<file path="src/rtl/status_register_stack.sv">
// Live condition-flag register with masked writes and a LIFO shadow stack for
// exception nesting. Optional: STATUS_REGISTER_STACK_COND_EVAL_EN adds ARM condition evaluation.
module status_register_stack #(
  parameter int FLAG_W = 4,
  parameter int DEPTH  = 4,
  parameter int CNT_W  = $clog2(DEPTH + 1)
) (
  input  logic              clk,
  input  logic              rst,
  input  logic              en,
  input  logic [FLAG_W-1:0] mask,
  input  logic [FLAG_W-1:0] d_in,
  input  logic              push,
  input  logic              pop,
  input  logic              err_clr,
`ifdef STATUS_REGISTER_STACK_COND_EVAL_EN
  input  logic [3:0]        cond,
  output logic              cond_pass,
`endif
  output logic [FLAG_W-1:0] d_out,
  output logic [CNT_W-1:0]  count,
  output logic              full,
  output logic              empty,
  output logic              err
);

  localparam int IDX_W = (DEPTH > 1) ? $clog2(DEPTH) : 1;
  localparam logic [CNT_W-1:0] DEPTH_C = CNT_W'(DEPTH);
  localparam logic [CNT_W-1:0] ONE_C   = CNT_W'(1);

  logic [FLAG_W-1:0] stack [DEPTH];
  logic [CNT_W-1:0]  count_m1;
  logic [IDX_W-1:0]  wr_idx;
  logic [IDX_W-1:0]  rd_idx;
  logic              do_push;
  logic              do_pop;
  logic              misuse;
  logic [FLAG_W-1:0] written;

  assign full     = (count == DEPTH_C);
  assign empty    = (count == '0);
  assign count_m1 = count - ONE_C;
  assign wr_idx   = count[IDX_W-1:0];
  assign rd_idx   = count_m1[IDX_W-1:0];

  // push and pop together is illegal, so neither takes effect.
  assign do_push = push & ~pop & ~full;
  assign do_pop  = pop & ~push & ~empty;
  assign misuse  = (push & pop) | (push & ~pop & full) | (pop & ~push & empty);
  assign written = (d_out & ~mask) | (d_in & mask);

  always_ff @(negedge clk) begin
    if (rst) begin
      d_out <= '0;
      count <= '0;
      err   <= 1'b0;
    end else begin
      // A pop restores the saved word and discards any same-edge write.
      if (do_pop) begin
        d_out <= stack[rd_idx];
      end else if (en) begin
        d_out <= written;
      end

      if (do_push) begin
        count <= count + ONE_C;
      end else if (do_pop) begin
        count <= count_m1;
      end

      if (misuse) begin
        err <= 1'b1;
      end else if (err_clr) begin
        err <= 1'b0;
      end
    end
  end

  // Stack contents need no reset; they are never observable while empty.
  always_ff @(negedge clk) begin
    if (!rst && do_push) begin
      stack[wr_idx] <= d_out;
    end
  end

`ifdef STATUS_REGISTER_STACK_COND_EVAL_EN
  logic flag_n, flag_z, flag_c, flag_v;

  assign {flag_n, flag_z, flag_c, flag_v} = d_out[FLAG_W-1 -: 4];

  always_comb begin
    cond_pass = 1'b0;
    case (cond)
      4'b0000: cond_pass = flag_z;
      4'b0001: cond_pass = ~flag_z;
      4'b0010: cond_pass = flag_c;
      4'b0011: cond_pass = ~flag_c;
      4'b0100: cond_pass = flag_n;
      4'b0101: cond_pass = ~flag_n;
      4'b0110: cond_pass = flag_v;
      4'b0111: cond_pass = ~flag_v;
      4'b1000: cond_pass = flag_c & ~flag_z;
      4'b1001: cond_pass = ~flag_c | flag_z;
      4'b1010: cond_pass = (flag_n == flag_v);
      4'b1011: cond_pass = (flag_n != flag_v);
      4'b1100: cond_pass = ~flag_z & (flag_n == flag_v);
      4'b1101: cond_pass = flag_z | (flag_n != flag_v);
      4'b1110: cond_pass = 1'b1;
      default: cond_pass = 1'b0;
    endcase
  end
`endif

endmodule

</file>
<file path="config.mk">
export PLATFORM = sky130hd
export DESIGN_NAME = status_register_stack
export DESIGN_NICKNAME = d
export VERILOG_FILES = /design/src/rtl/status_register_stack.sv
export SDC_FILE = /design/constraint.sdc
export NUM_CORES = 1
export LEC_CHECK = 0
export BUFFER_PORTS_ARGS = -buffer_cell sky130_fd_sc_hd__buf_4
export CORE_MARGIN = 10
export CORE_UTILIZATION = 50
export CTS_BUF_LIST = sky130_fd_sc_hd__clkbuf_8 sky130_fd_sc_hd__clkbuf_16
export DETAILED_ROUTE_END_ITERATION = 8
export PLACE_DENSITY = 0.78
export SLEW_MARGIN = 10
export SYNTH_ARGS = -nofsm -noshare
export SYNTH_HDL_FRONTEND = slang
export SYNTH_SLANG_ARGS = --single-unit
</file>
<file path="constraint.sdc">
create_clock -name clk -period 3.44 [get_ports clk]
set_clock_uncertainty 0.05 [all_clocks]
set_input_delay 0.172 -clock clk [delete_from_list [all_inputs] [get_ports clk]]
set_output_delay 0.172 -clock clk [all_outputs]
set_load 0.01 [all_outputs]
</file>
## Word-level counts from Yosys, hierarchy flattened

Memories as Yosys holds them, arrays and structs flattened.
Index checks and enable logic that the tools add are counted.

- $add $sub $neg: 2
- Equal/unequal tests: 1
- Muxes and demuxes: 8
- Bitwise operators: 17
- Reductions and logical operators: 6

Operators by type and width:

| operator | count |
|---|---|
| bitwise AND 4 bit | 2 |
| 2-to-1 mux 4 bit | 2 |
| bitwise AND 1 bit | 7 |
| 2-to-1 mux 3 bit | 2 |
| nonzero test 2 bit | 3 |
| 2-to-1 mux 1 bit | 4 |
| NOT 1 bit | 4 |
| NOT 4 bit | 1 |
| bitwise OR 4 bit | 1 |
| adder 3 x 1 -> 3 bit (second input constant) | 1 |
| == test 3 bit (second input constant) | 1 |
| logical NOT 3 bit | 1 |
| subtractor 3 x 1 -> 3 bit (second input constant) | 1 |
| bitwise OR 1 bit | 2 |
| logical AND 1 bit | 1 |
| logical NOT 1 bit | 1 |

- Bits in registers: 8
- Memory bits (writable): 16
- Input bits: 14
- Output and inout port bits: 10
- Logic and storage cells: 38
- Memories: 1

Memories:

| name | words | bits a word | rd ports | clocked after memory_dff | wr ports | RTL line | RTL |
|---|---|---|---|---|---|---|---|
| stack | 4 | 4 | 1 | 0 | 1 | 31 | `logic [FLAG_W-1:0] stack [DEPTH];` |

## Depth between registers and ports, before layout

- Depth in word-level cells: 6
- Mapped depth: 9
- Gate-level depth less buffers: 7

==> flow_metrics.py <==
metrics = {
    "status": {
        "status": "complete, no violations",
    },
    "detailed_routing": {
        "wl_um": 2620,
        "viasPerCell": 5.22,
        "first_iter_violations": 46,
        "drcViolationCount": 0,
        "dr.pass1.iters": 4,
        "wl_per_cell_um": 16.3,
        "postRouteAntennaNets": 0,
        "vias": 840,
    },
    "yosys": {
        "synth_fa_ha_area_share_pct": 6.83,
        "synth_area_leaders": "edfxtp_1 44%, dfxtp_1 15%, mux4_2 8.2%, ha_1 6.8%, nand2_1 3.8%",
        "yosys.area_share.simple_pct": 13.2,
        "synth_edf_count": 16,
        "ys_types": 25,
        "seq_area_frac_synth_pct": 58.2,
        "muxShareOfSynthArea_pct": 10.0,
        "synth_fp_nets": 107,
        "async_flop_share_pct": 0,
        "netlist_area_mm2": 0.00110,
        "synth-compound-area-share_pct": 6.60,
        "yosys.area.top_type": "edfxtp_1",
        "netlist.area_leader.share_pct": 43.7,
        "ys.flop_type": "edfxtp_1",
        "synth_top_family_by_area": "simple AND/OR/NAND/NOR gates",
        "synth_xor_area_share_pct": 0.796,
        "syn_inst": 87,
        "synth_most_common_cell": "edfxtp_1",
        "synth_area_per_cell_um2": 12.6,
        "ys_ff_latch": 24,
        "yosys_warnings": 0,
        "yosys-top-cells-count": "16 x edfxtp_1, 11 x nand2_1, 8 x dfxtp_1",
    },
    "sta": {
        "hold_viol": 0,
        "setup_viol": 0,
        "setup_tns_ns": 0,
        "rsz0062_at_grt": "no",
        "finalMaxSlewViolations": 0,
        "relSlewSlack_pct": 70.4,
        "hold_ws_ns": 0.459,
        "tightest_slew_ns": 0.444,
    },
    "floorplan": {
        "core_area_mm2": 0.00202,
        "initial_core_util_pct": 54.4,
        "fp-row-count": 16,
        "die_w_um": 66.9,
        "dieArea_mm2": 0.00448,
        "io_pins": 24,
        "dieHeight_um": 66.9,
    },
    "clock_tree": {
        "clock-root-buffer": "clkbuf_8",
        "clkTransAtPathRegs_ns": 0.03,
        "insertion_delay_ns": 0.34,
        "post_cts_resized": 0,
        "cts_num_sinks": 24,
        "clock_path_buffers": 2,
        "cts_tree": "yes",
        "numCtsBuffers": 3,
        "cts_hold_buf": 0,
        "cts.htree.levels": 1,
        "cts_setup_buffers": 0,
    },
    "placed_design": {
        "dpl.hpwl_um": 1780,
        "gp_congestion": 0.824,
        "place.port_buffers": 23,
        "post-place-cells": 134,
    },
    "pwr": {
        "total_power_mw": 0.759,
        "ir_worst_vdd_mv": 0.350,
        "power_density_mw_per_mm2": 533,
        "leakagePower_nw": 0.669,
    },
    "worst_setup_path": {
        "worstPathMaxFanout": 4,
        "startpoint_type": "flip-flop",
        "path_class": "reg -> out",
        "worstPathArrival_ns": 3.10,
        "crit_path_end_kind": "output pin",
        "required_ns": 3.22,
    },
    "run": {
        "maxCapViolCount": 0,
    },
    "layout": {
        "instances_no_fill": 161,
        "synthToLayoutAreaGrowth_pct": 29.6,
        "final_util_pct": 70.5,
        "seqCellArea_um2": 641,
        "nets": 155,
        "fillers": 142,
        "n_antenna_cell": 0,
        "drive_gt1_share_pct": 25.4,
        "multiInputGateArea_um2": 412,
    },
    "min_path": {
        "hold_path_class": "reg -> reg",
    },
    "global_route": {
        "grt_pass1_vias": 890,
        "grt_overflow": 0,
        "grt_max_degree": 14,
        "antenna_found_initial": 0,
        "track_usage_pct": 12.7,
        "grt_first_pass_wirelength_um": 4320,
    },
}
==> kinds of logic (layout without fill, tap and decap cells) <==
family | after synthesis | count (layout)
flip-flops | 24 | 24
AO/OA/AOI/OAI | 9 | 9
AND/OR/NAND/NOR | 31 | 31
buffers and inverters | 10 | 57
adder cells (fa/ha/maj) | 6 | 6
XOR/XNOR | 1 | 1
multiplexers | 6 | 6
==> worst max-delay path, stage by stage, from the launching register on <==
cell and delay (ns):
dfxtp_1 0.38, inv_1 0.11, ha_1 0.21, ha_1 0.21, buf_4 0.15
==> per-stage QoR <==
stage	setup WS (ns)	cell area [um^2]
finish	0.122	1430
global route	0.0160	1430
CTS	0.104	1430
detailed placement	0.274	1290
global placement	0.312	1290
floorplan	0.362	1100
==> metal layers <==
| layer | routed length [um] | GRT usage, % |
|---|---|---|
| met4 | 46 | 7.18 |
| met1 | 1050 | 13.9 |
| met2 | 1390 | 20.6 |
| met3 | 134 | 5.02 |
| met5 | 0 | 0 |
==> cell usage in the layout, fill, tap and decap left out, drive strengths merged <==
master / netlist / routed
nand3: 5 / 5
or3b: 1 / 1
mux2i: 2 / 2
and2: 4 / 4
buf: 4 / 25
nor3: 1 / 1
inv: 5 / 28
o211a: 1 / 1
a31oi: 1 / 1
mux4: 4 / 4
nand2: 11 / 11
edfxtp: 16 / 16
clkbuf: 1 / 3
nor2: 7 / 7
dfxtp: 8 / 8
ha: 6 / 6
a21o: 1 / 1
nand2b: 1 / 1
clkinvlp: 0 / 1
xor2: 1 / 1
nand3b: 1 / 1
a21oi: 1 / 1
o21ai: 1 / 1
a311oi: 4 / 4
==> power by group <==
part | switching, mW | internal, mW | leakage (nW)
Sequential | 0.0134 | 0.327 | 0.215
Combinational | 0.0664 | 0.0673 | 0.304
Clock | 0.168 | 0.117 | 0.149
==> path summary, 6_finish.rpt <==
kind,startpoint,endpoint,slack (ns),depth (start not counted)
worst max-delay path,count[1],empty,0.12,4
worst min-delay path,err,err,0.46,2
worst max register to register,count[1],count[2],1.41,6
worst min register to register,err,err,0.46,2
==> final cells by class <==
class | instances | share of cell area (%)
Multi-Input combinational cell | 53 | 28.9
Tap cell | 27 | 2.37
Timing Repair Buffer | 25 | 13.2
Sequential cell | 24 | 45.0
Clock inverter | 25 | 6.67
Clock buffer | 3 | 2.90
Inverter | 4 | 1.05
Note: power is estimated with default switching activity, not from simulation.
